`config.mk`:
```
export PLATFORM = sky130hd
export DESIGN_NAME = ip_amba_apb_master_top
export DESIGN_NICKNAME = d
export VERILOG_FILES = /design/src/rtl/ip_amba_apb_master_top.sv
export SDC_FILE = /design/constraint.sdc
export NUM_CORES = 1
export LEC_CHECK = 0
export CORE_ASPECT_RATIO = 1.4
export CORE_MARGIN = 8
export CORE_UTILIZATION = 40
export DETAILED_ROUTE_END_ITERATION = 10
export PLACE_DENSITY = 0.81
export SLEW_MARGIN = 5
export SYNTH_ARGS = -nofsm -noshare
export SYNTH_HDL_FRONTEND = slang
export SYNTH_SLANG_ARGS = --single-unit
```
`constraint.sdc`:
```
create_clock -name PCLK -period 2.15 [get_ports PCLK]
set_input_delay 0.43 -clock PCLK [delete_from_list [all_inputs] [get_ports PCLK]]
set_output_delay 0.43 -clock PCLK [all_outputs]
set_load 0.02 [all_outputs]
```
`src/rtl/ip_amba_apb_master_top.sv`:
```
// APB4 requester: accepts one command per cmd_valid/cmd_ready handshake, runs
// the SETUP and ACCESS phases against a single slave, and returns one response
// per command on the rsp_valid/rsp_ready channel. Every output is a flop.
// Optional feature macro: IP_AMBA_APB_MASTER_TIMEOUT_EN bounds the ACCESS-phase
// wait to TIMEOUT_CYCLES consecutive PREADY=0 cycles, then aborts with rsp_err=1.
module ip_amba_apb_master_top #(
  parameter int ADDR_W         = 32,
  parameter int DATA_W         = 32,
  parameter int TIMEOUT_CYCLES = 256
) (
  input  logic                PCLK,
  input  logic                PRESETn,
  input  logic                cmd_valid,
  output logic                cmd_ready,
  input  logic                cmd_write,
  input  logic [ADDR_W-1:0]   cmd_addr,
  input  logic [DATA_W-1:0]   cmd_wdata,
  input  logic [DATA_W/8-1:0] cmd_strb,
  input  logic [2:0]          cmd_prot,
  output logic                rsp_valid,
  input  logic                rsp_ready,
  output logic [DATA_W-1:0]   rsp_rdata,
  output logic                rsp_err,
  output logic                PSEL,
  output logic                PENABLE,
  output logic                PWRITE,
  output logic [ADDR_W-1:0]   PADDR,
  output logic [DATA_W-1:0]   PWDATA,
  output logic [DATA_W/8-1:0] PSTRB,
  output logic [2:0]          PPROT,
  input  logic [DATA_W-1:0]   PRDATA,
  input  logic                PREADY,
  input  logic                PSLVERR
);

  localparam int STRB_W = DATA_W / 8;
  localparam int LSB_W  = $clog2(STRB_W);

  typedef enum logic [1:0] {
    ST_IDLE   = 2'd0,
    ST_SETUP  = 2'd1,
    ST_ACCESS = 2'd2,
    ST_RESP   = 2'd3
  } state_t;

  // Clears the byte-lane offset bits so PADDR is always bus-width aligned.
  function automatic logic [ADDR_W-1:0] align_addr(input logic [ADDR_W-1:0] a);
    logic [ADDR_W-1:0] r;
    r = a;
    for (int i = 0; i < LSB_W; i++) begin
      r[i] = 1'b0;
    end
    return r;
  endfunction

  state_t              state_q, state_d;
  logic                cmd_ready_q, cmd_ready_d;
  logic                rsp_valid_q, rsp_valid_d;
  logic [DATA_W-1:0]   rsp_rdata_q, rsp_rdata_d;
  logic                rsp_err_q, rsp_err_d;
  logic                psel_q, psel_d;
  logic                penable_q, penable_d;
  logic                pwrite_q, pwrite_d;
  logic [ADDR_W-1:0]   paddr_q, paddr_d;
  logic [DATA_W-1:0]   pwdata_q, pwdata_d;
  logic [STRB_W-1:0]   pstrb_q, pstrb_d;
  logic [2:0]          pprot_q, pprot_d;
  logic                finish;

`ifdef IP_AMBA_APB_MASTER_TIMEOUT_EN
  localparam int CNT_W = $clog2(TIMEOUT_CYCLES + 1);
  localparam logic [CNT_W-1:0] CNT_LAST = CNT_W'(TIMEOUT_CYCLES - 1);

  logic [CNT_W-1:0] wait_cnt_q, wait_cnt_d;

  // Consecutive ACCESS wait-cycle counter.
  always_ff @(posedge PCLK or negedge PRESETn) begin
    if (!PRESETn) begin
      wait_cnt_q <= '0;
    end else begin
      wait_cnt_q <= wait_cnt_d;
    end
  end
`endif

  // State and registered-output flops; reset drops PSEL/PENABLE asynchronously.
  always_ff @(posedge PCLK or negedge PRESETn) begin
    if (!PRESETn) begin
      state_q     <= ST_IDLE;
      cmd_ready_q <= 1'b0;
      rsp_valid_q <= 1'b0;
      rsp_rdata_q <= '0;
      rsp_err_q   <= 1'b0;
      psel_q      <= 1'b0;
      penable_q   <= 1'b0;
      pwrite_q    <= 1'b0;
      paddr_q     <= '0;
      pwdata_q    <= '0;
      pstrb_q     <= '0;
      pprot_q     <= '0;
    end else begin
      state_q     <= state_d;
      cmd_ready_q <= cmd_ready_d;
      rsp_valid_q <= rsp_valid_d;
      rsp_rdata_q <= rsp_rdata_d;
      rsp_err_q   <= rsp_err_d;
      psel_q      <= psel_d;
      penable_q   <= penable_d;
      pwrite_q    <= pwrite_d;
      paddr_q     <= paddr_d;
      pwdata_q    <= pwdata_d;
      pstrb_q     <= pstrb_d;
      pprot_q     <= pprot_d;
    end
  end

  // Next-state and next-output logic; outputs are computed one cycle ahead.
  always_comb begin
    state_d     = state_q;
    cmd_ready_d = cmd_ready_q;
    rsp_valid_d = rsp_valid_q;
    rsp_rdata_d = rsp_rdata_q;
    rsp_err_d   = rsp_err_q;
    psel_d      = psel_q;
    penable_d   = penable_q;
    pwrite_d    = pwrite_q;
    paddr_d     = paddr_q;
    pwdata_d    = pwdata_q;
    pstrb_d     = pstrb_q;
    pprot_d     = pprot_q;
    finish      = 1'b0;
`ifdef IP_AMBA_APB_MASTER_TIMEOUT_EN
    wait_cnt_d  = wait_cnt_q;
`endif

    case (state_q)
      ST_IDLE: begin
        cmd_ready_d = 1'b1;
        if (cmd_valid && cmd_ready_q) begin
          // Command captured straight into the APB output registers.
          state_d     = ST_SETUP;
          cmd_ready_d = 1'b0;
          psel_d      = 1'b1;
          penable_d   = 1'b0;
          pwrite_d    = cmd_write;
          paddr_d     = align_addr(cmd_addr);
          pwdata_d    = cmd_write ? cmd_wdata : '0;
          pstrb_d     = cmd_write ? cmd_strb : '0;
          pprot_d     = cmd_prot;
        end
      end

      ST_SETUP: begin
        state_d   = ST_ACCESS;
        penable_d = 1'b1;
`ifdef IP_AMBA_APB_MASTER_TIMEOUT_EN
        wait_cnt_d = '0;
`endif
      end

      ST_ACCESS: begin
        if (PREADY) begin
          finish      = 1'b1;
          rsp_rdata_d = pwrite_q ? '0 : PRDATA;
          rsp_err_d   = PSLVERR;
        end
`ifdef IP_AMBA_APB_MASTER_TIMEOUT_EN
        else if (wait_cnt_q == CNT_LAST) begin
          finish      = 1'b1;
          rsp_rdata_d = '0;
          rsp_err_d   = 1'b1;
        end else begin
          wait_cnt_d = wait_cnt_q + 1'b1;
        end
`endif
        if (finish) begin
          state_d     = ST_RESP;
          rsp_valid_d = 1'b1;
          psel_d      = 1'b0;
          penable_d   = 1'b0;
          pwrite_d    = 1'b0;
          paddr_d     = '0;
          pwdata_d    = '0;
          pstrb_d     = '0;
          pprot_d     = '0;
        end
      end

      ST_RESP: begin
        if (rsp_ready) begin
          state_d     = ST_IDLE;
          cmd_ready_d = 1'b1;
          rsp_valid_d = 1'b0;
          rsp_rdata_d = '0;
          rsp_err_d   = 1'b0;
        end
      end

      default: begin
        state_d = ST_IDLE;
      end
    endcase
  end

  assign cmd_ready = cmd_ready_q;
  assign rsp_valid = rsp_valid_q;
  assign rsp_rdata = rsp_rdata_q;
  assign rsp_err   = rsp_err_q;
  assign PSEL      = psel_q;
  assign PENABLE   = penable_q;
  assign PWRITE    = pwrite_q;
  assign PADDR     = paddr_q;
  assign PWDATA    = pwdata_q;
  assign PSTRB     = pstrb_q;
  assign PPROT     = pprot_q;

endmodule

```
* Word level (Yosys, flattened, before mapping) *
Index checks and enable logic that the tools add are counted.
Widths: inputs -> output; s select.

storage, ports and cells
  bits in registers = 111
  input port bits = 110

cells by class
  mux-type cells = 38
  equal/unequal tests = 7
  reduce and logical (&&, ||, !) cells = 12

operator list
  operator            number
  $mux 32             7
  $pmux 32 s2         3
  $reduce_and 3->1    5
  $mux 4              3
  $mux 1              11
  $pmux 1 s2          5
  $ne 2x2->1 const B  4
  $pmux 2 s4          1
  $pmux 4 s2          1
  $mux 2              3
  $mux 3              2
  $pmux 3 s2          1
  $reduce_bool 2->1   3
  $eq 2x2->1 const B  2
  $pmux 1 s3          1
  $reduce_bool 3->1   1
  $eq 2x1->1 const B  1
  $logic_not 2->1     1
  $reduce_and 2->1    1
  $logic_and 1x1->1   1

* Depth between registers and ports, before layout *
Gate-level depths: netlist (run 1).

  word-level depth = 4
  depth in mapped cells = 8

* Least setup slack after synthesis (run 1) *
No wires, ideal clock.

  path kind = register to register
  start point = register state_q[0]
  end point = register pstrb_q[0] (netlist: PSTRB[0])
  data arrival time = 1.485 ns
  cell stages (with the launch flop) = 7
  period minus slack after synthesis = 1.619 ns
  required time = 2.016 ns
  path slack = 0.531 ns
  path through = dfrtp_1 > inv_1 > ha_1 > buf_6 > mux2i_4 > clkbuf_1 > o31ai_1

on the way
  word-level cells in the longest chain between the ends = 3

RTL lines
  what                                                              line  source
  start, declared                                                   56    state_t state_q, state_d;
  start signal, assigned                                            102   state_q <= state_d;
  $eq 2x2->1 or $logic_not 2->1 (tied branches)                     136   case (state_q)
  $ne 2x2->1 (no source line) or $reduce_bool 2->1 (tied branches)  n/a
  $reduce_and 3->1 (no source line)                                 n/a
  end signal, assigned                                              112   pstrb_q <= pstrb_d;
  end, declared                                                     66    logic [STRB_W-1:0] pstrb_q, pstrb_d;

Several ways; a longest one is shown, not always the timed one.
A chain may end at the register's enable or synchronous reset.

* Final worst setup path (run 1) *
  start point = register state_q[0]
  end point = register paddr_q[30] (netlist: PADDR[30])

on the way
  word-level cells in the longest chain between the ends = 3

RTL lines
  what                                                              line  source
  $eq 2x2->1 or $logic_not 2->1 (tied branches)                     136
  $ne 2x2->1 (no source line) or $reduce_bool 2->1 (tied branches)  n/a
  $reduce_and 3->1 (no source line)                                 n/a
  end signal, assigned                                              110   paddr_q <= paddr_d;
  end, declared                                                     64    logic [ADDR_W-1:0] paddr_q, paddr_d;

Several ways; a longest one is shown, not always the timed one.

==> results.cfg, run 1 <==
[status]
outcome = finished, final reports clean

[worst_setup_path]
r2r-end = PADDR[30]
r2r_cells = 6
rrSetupSlack_ns = 0.22
crit_fanout = 35
crit_arrival_ns = 2.13
critical_path_class = flip-flop to flip-flop
required_ns = 2.35
cp-start-kind = flip-flop
cp-end-kind = flip-flop
r2r_start = state_q[0]

[yosys]
yosys.cell_types.count = 31
synth-simple-area-share_pct = 4.56
synth_top_family_by_area = compound AO/OA/AOI/OAI gates
ys.flop_type = dfrtp_1
synth_most_common_cell = dfrtp_1
synth_mux_area_share_pct = 1.13
synth_area_per_cell_um2 = 11.2
yosysWarnings = 0
synth_cells = 432
synth_enable_flop_cells = 0
ys_seq_area_share_pct = 56.1
synth_compound_gate_area_share_pct = 28.0
synth_common_cells = dfrtp_1 (109), o21ai_0 (67), nand2_1 (39)
synth_area_leaders = dfrtp_1 (56%), o21ai_0 (6.9%), o41ai_1 (6.1%)
yosys.area_share.xor_xnor_pct = 0
ys_seq_elements = 109
synth_area_um2 = 4860
synth_top_area_share_pct = 56.1
async_flop_share_pct = 100
yosys.area_share.adder_pct = 1.29
yosysTopAreaCell = dfrtp_1

[layout]
nets = 742
fin_util_pct = 62.6
area_growth_pct = 52.3
final_layout_size_suffix_gt1_share_pct = 9.18
fillerInstances = 962
antennaDiodeCount = 0

[route]
drcViolationCount = 0
antenna_left = 0
vias = 4220
firstDrtPassIters = 4
drt-initial-drc-count = 202
routed_via_density = 5.42
wire_per_inst_um = 18.9
drt_wl_total_um = 14700

[clock_network]
cts_tree = done
cts_buffer_depth = 2
numClockSinks = 109
clk_latency_ns = 0.34
cts-root-buf = clkbuf_16
numCtsBuffers = 9
htreeDepth = 3
clk_pin_slew_worst_paths_ns = 0.08

[timing]
period_share_pct = 89.8
setup_viol = 0
slew_violations = 0
fin_tns_setup_ns = 0
hold_viol_final = 0
fin_crit_ns = 1.93
fmax_mhz = 518
rsz0062_at_grt = no
fin_skew_ns = 0.00908

[floorplan]
die-area_um2 = 16000
rows = 47
core_um2 = 11800
die_w_um = 109
start_util_pct = 41.1
fp.dieH_um = 146
ios = 219

[pwr]
peakVddDrop_mv = 0.940
cellPowerDensity_nw_per_um2 = 1540
leakage_nw = 3.17

[global_routing]
grt_max_degree = 99
grt.total_usage_pct = 18.1
grt_pass1_vias = 4483
grt.overflow.total = 0
antenna_found_initial = 0
grt_pass1_wl_um = 23200

[job]
maxCapViolCount = 0

[place]
gp_congestion = 0.797
port_buffers = 214
dp_hpwl_um = 11000

[min_path]
hold_path.class = primary input to asynchronous set/reset pin
state kept, by name, indices dropped and copies added, names as in the netlist:
| signal | flops |
|---|---|
| PWRITE | 1 |
| PADDR | 30 |
| PENABLE | 1 |
| rsp_rdata | 32 |
| PPROT | 3 |
| PSTRB | 4 |
| cmd_ready | 1 |
| PWDATA | 32 |
| rsp_err | 1 |
| PSEL | 1 |
| state_q | 2 |
| rsp_valid | 1 |
cell type report:
class / count / area [µm²] / share of cell area [%]
well taps: 147 / 184 / 2.49
clock buffers: 9 / 225 / 3.04
clock inverters: 7 / 80.1 / 1.08
flip-flops and latches: 109 / 2730 / 36.9
inverters: 36 / 135 / 1.83
multi-input cells: 242 / 1720 / 23.2
repair buffers: 229 / 2330 / 31.5
per-layer routing:
layer | track usage, % | part of all wire (%) | routed length (µm) | vias to the layer above
met3 | 5.55 | 9.7 | 1430 | 27
met5 | 0 | 0 | 0 | -
met1 | 20.0 | 38 | 5540 | 2039
met2 | 30.6 | 50 | 7370 | 194
met4 | 8.59 | 2.6 | 389 | 0
li1 | - | - | - | 1960
logic make-up after synthesis:
group                      Yosys count
AOI/OAI and AO/OA                  181
adders and majority gates            5
buffers and inverters               82
DFF                                109
muxes                                4
other                                1
and+or+nand+nor                     50
report_power, final:
part	internal [mW]	total (mW)	switching, mW
clock	0.921	1.70	0.777
sequential	2.94	3.41	0.470
combinational	2.74	6.25	3.52
total	6.60	11.4	4.76
worst max-delay path by stage:
stage / from / endpoint / depth (start not counted)
2_1_floorplan: state_q[0] / PSTRB[0] / 6
3_3_place_gp: cmd_valid / PSTRB[3] / 5
3_5_place_dp: state_q[0] / PADDR[30] / 6
4_1_cts: state_q[0] / PADDR[13] / 6
5_1_grt: state_q[0] / PADDR[30] / 6
6_report: state_q[0] / PADDR[30] / 6
critical path, cell delays in order, from the launching register on:
cell and delay [ns]:
dfrtp_1 0.40, inv_1 0.13, ha_2 0.31, buf_4 0.28
nor2_2 0.05, buf_4 0.24, o41ai_1 0.37
metrics by stage:
stage	hold slack (ns)	instances	cell area, µm²	setup slack (ns)	power, mW
4_1_cts	0.0376	779	7400	0.136	11.5
2_1_floorplan	0.134	433	4860	0.531	7.13
5_1_grt	0.0610	779	7400	0.100	12.1
3_3_place_gp	0.410	763	7090	0.244	9.51
6_report	0.0298	779	7400	0.220	11.4
3_5_place_dp	0.414	763	7090	0.131	9.75
timing repair:
item / CTS / global route
gates resized for setup: 0 / 1
hold buffers: 0 / 0
buffers inserted: 0 / 0
setup endpoints to repair: 0 / 2
cells in the final DEF (no fill, tap or decap), types with 6 or more instances in the layout:
cell type | synthesis | routed
clkdlybuf4s50_1 | 0 | 213
dfrtp_1 | 109 | 109
o21ai_0 | 67 | 67
nand2_1 | 39 | 39
inv_1 | 36 | 36
o41ai_1 | 34 | 34
a22o_1 | 32 | 32
o31ai_1 | 21 | 21
o31ai_2 | 16 | 16
buf_4 | 5 | 10
clkbuf_16 | 0 | 9
buf_12 | 0 | 6
Note: power is estimated with default switching activity, not from simulation.
==> inputs of run 2 (changes only) <==
CELL_PAD_IN_SITES_DETAIL_PLACEMENT = 0   (was default)
CELL_PAD_IN_SITES_GLOBAL_PLACEMENT = 2   (was default)
CORE_UTILIZATION = 25   (was 40)
CTS_CLUSTER_DIAMETER = 200   (was default)
PLACE_DENSITY = 0.77   (was 0.81)
==> run 2 against run 1 <==
Effect of this change:
- non-clock buffer count decreased by 1
- critical endpoint is now PADDR[20]
- flip-flop and latch count is the same
- clock skew increased by 0.0075 ns
- highest routed layer unchanged
- combinational power rose by 0.6%
- utilization shrank 23 points
- clock-buffer cell count stayed put
- largest power group unchanged
- critical path type unchanged
==> results.cfg, run 2 (synthesis gave the netlist of run 1 again) <==
[route]
routed_via_density = 4.70
wl_met2_um = 7970
antenna_left = 0
drt-initial-drc-count = 228
wire_per_inst_um = 18.1
drcViolationCount = 0
met1_length_um = 6610
drt_wl_total_um = 15900
firstDrtPassIters = 4
vias = 4129
highest_layer = met4
dr_wl_met3_um = 879

[floorplan]
die_w_um = 134
ios = 219
rows = 60
start_util_pct = 25.4
die-area_um2 = 24200
fp.dieH_um = 181
core_um2 = 19100

[layout]
area_growth_pct = 54.9
nets = 741
antennaDiodeCount = 0
fin_util_pct = 39.3
final_layout_size_suffix_gt1_share_pct = 9.03
layout_commonest_cell = clkdlybuf4s50_1
final_cell_mix = clkdlybuf4s50_1 (213), dfrtp_1 (109), o21ai_0 (67), nand2_1 (39), inv_1 (36)

[worst_setup_path]
required_ns = 2.39
crit_fanout = 92
crit_chain = inv_1 > ha_1 > a21boi_4 > buf_12 > o21ai_0 > o41ai_1
critical_path_class = flip-flop to flip-flop
r2r_start = state_q[0]
rrSetupSlack_ns = 0.17
cp-start-kind = flip-flop
cp_slowest_stage_delay_ns = 0.41
r2r_cells = 6
crit_slowest_cell = dfrtp_1
cp-end-kind = flip-flop
crit_arrival_ns = 2.22
r2r-end = PADDR[20]

[pwr]
peakVddDrop_mv = 0.495
leakage_nw = 3.16
cellPowerDensity_nw_per_um2 = 1510
power_mw = 11.4

[timing]
fin_ws_ns = 0.166
whs_ns = 0.0294
setup_viol = 0
fin_skew_ns = 0.0166
rsz0062_at_grt = yes
period_share_pct = 92.3
fmax_mhz = 504
slew_violations = 0
fin_crit_ns = 1.98
max_slew_margin_pct = 37.3
max_slew.worst_pin.slew_ns = 0.939
fin_tns_setup_ns = 0
hold_viol_final = 0

[global_routing]
grt_pass1_vias = 4371
grt_max_degree = 93
grt_pass1_wl_um = 25300
grt.overflow.total = 0
antenna_found_initial = 0
grt.total_usage_pct = 13.1

[clock_network]
holdBufCountCts = 0
numClockSinks = 109
cts_buffer_depth = 2
htreeDepth = 3
clk_latency_ns = 0.36
cts_tree = done
clk_pin_slew_worst_paths_ns = 0.09
cts-root-buf = clkbuf_16
ctsResizeCount = 0
numCtsBuffers = 9
cts_post_setup_buffers_inserted = 0

[job]
maxCapViolCount = 0

[place]
post-place-ws_ns = 0.118
port_buffers = 214
dp_hpwl_um = 11400
gp_congestion = 0.691

[min_path]
hold_path.class = primary input to asynchronous set/reset pin

[status]
outcome = finished, final reports clean
==> run 2: worst max path at each step <==
stage,depth (start not counted),to,startpoint
2_1_floorplan,6,PSTRB[0],state_q[0]
3_3_place_gp,6,PADDR[19],PREADY
3_5_place_dp,6,PADDR[13],PREADY
4_1_cts,6,PWDATA[26],state_q[0]
5_1_grt,6,PADDR[3],state_q[0]
6_report,6,PADDR[20],state_q[0]
==> run 2: worst max-delay path, delay by kind of cell, from the launching register on <==
family / cells / cell delay, ns
DFF: 1 / 0.41
adders and majority gates: 1 / 0.33
AOI/OAI and AO/OA: 3 / 0.58
buffers and inverters: 2 / 0.52
==> run 2: layout make-up <==
class	instances	area, µm²
clock buffer	9	225
tap	248	310
fill	1900	11600
multi-input combinational	242	1720
timing repair buffer	228	2320
clock inverter	7	82.6
inverter	36	135
sequential	109	2730
==> run 2: stage by stage <==
stage	instances	cell area, µm²
global route	879	7520
finish	879	7520
global placement	863	7220
CTS	879	7520
floorplan	433	4860
detailed placement	863	7220
==> run 2: report_power, final <==
part | internal [mW] | switching (mW)
combinational | 2.72 | 3.57
sequential | 2.94 | 0.480
clock | 0.826 | 0.858
total | 6.49 | 4.91
==> run 2: per-layer routing <==
layer,GRT usage [%],vias to the layer above
met5,0,-
met4,5.72,0
met3,3.22,19
met2,21.8,131
met1,15.6,2028
li1,-,1951
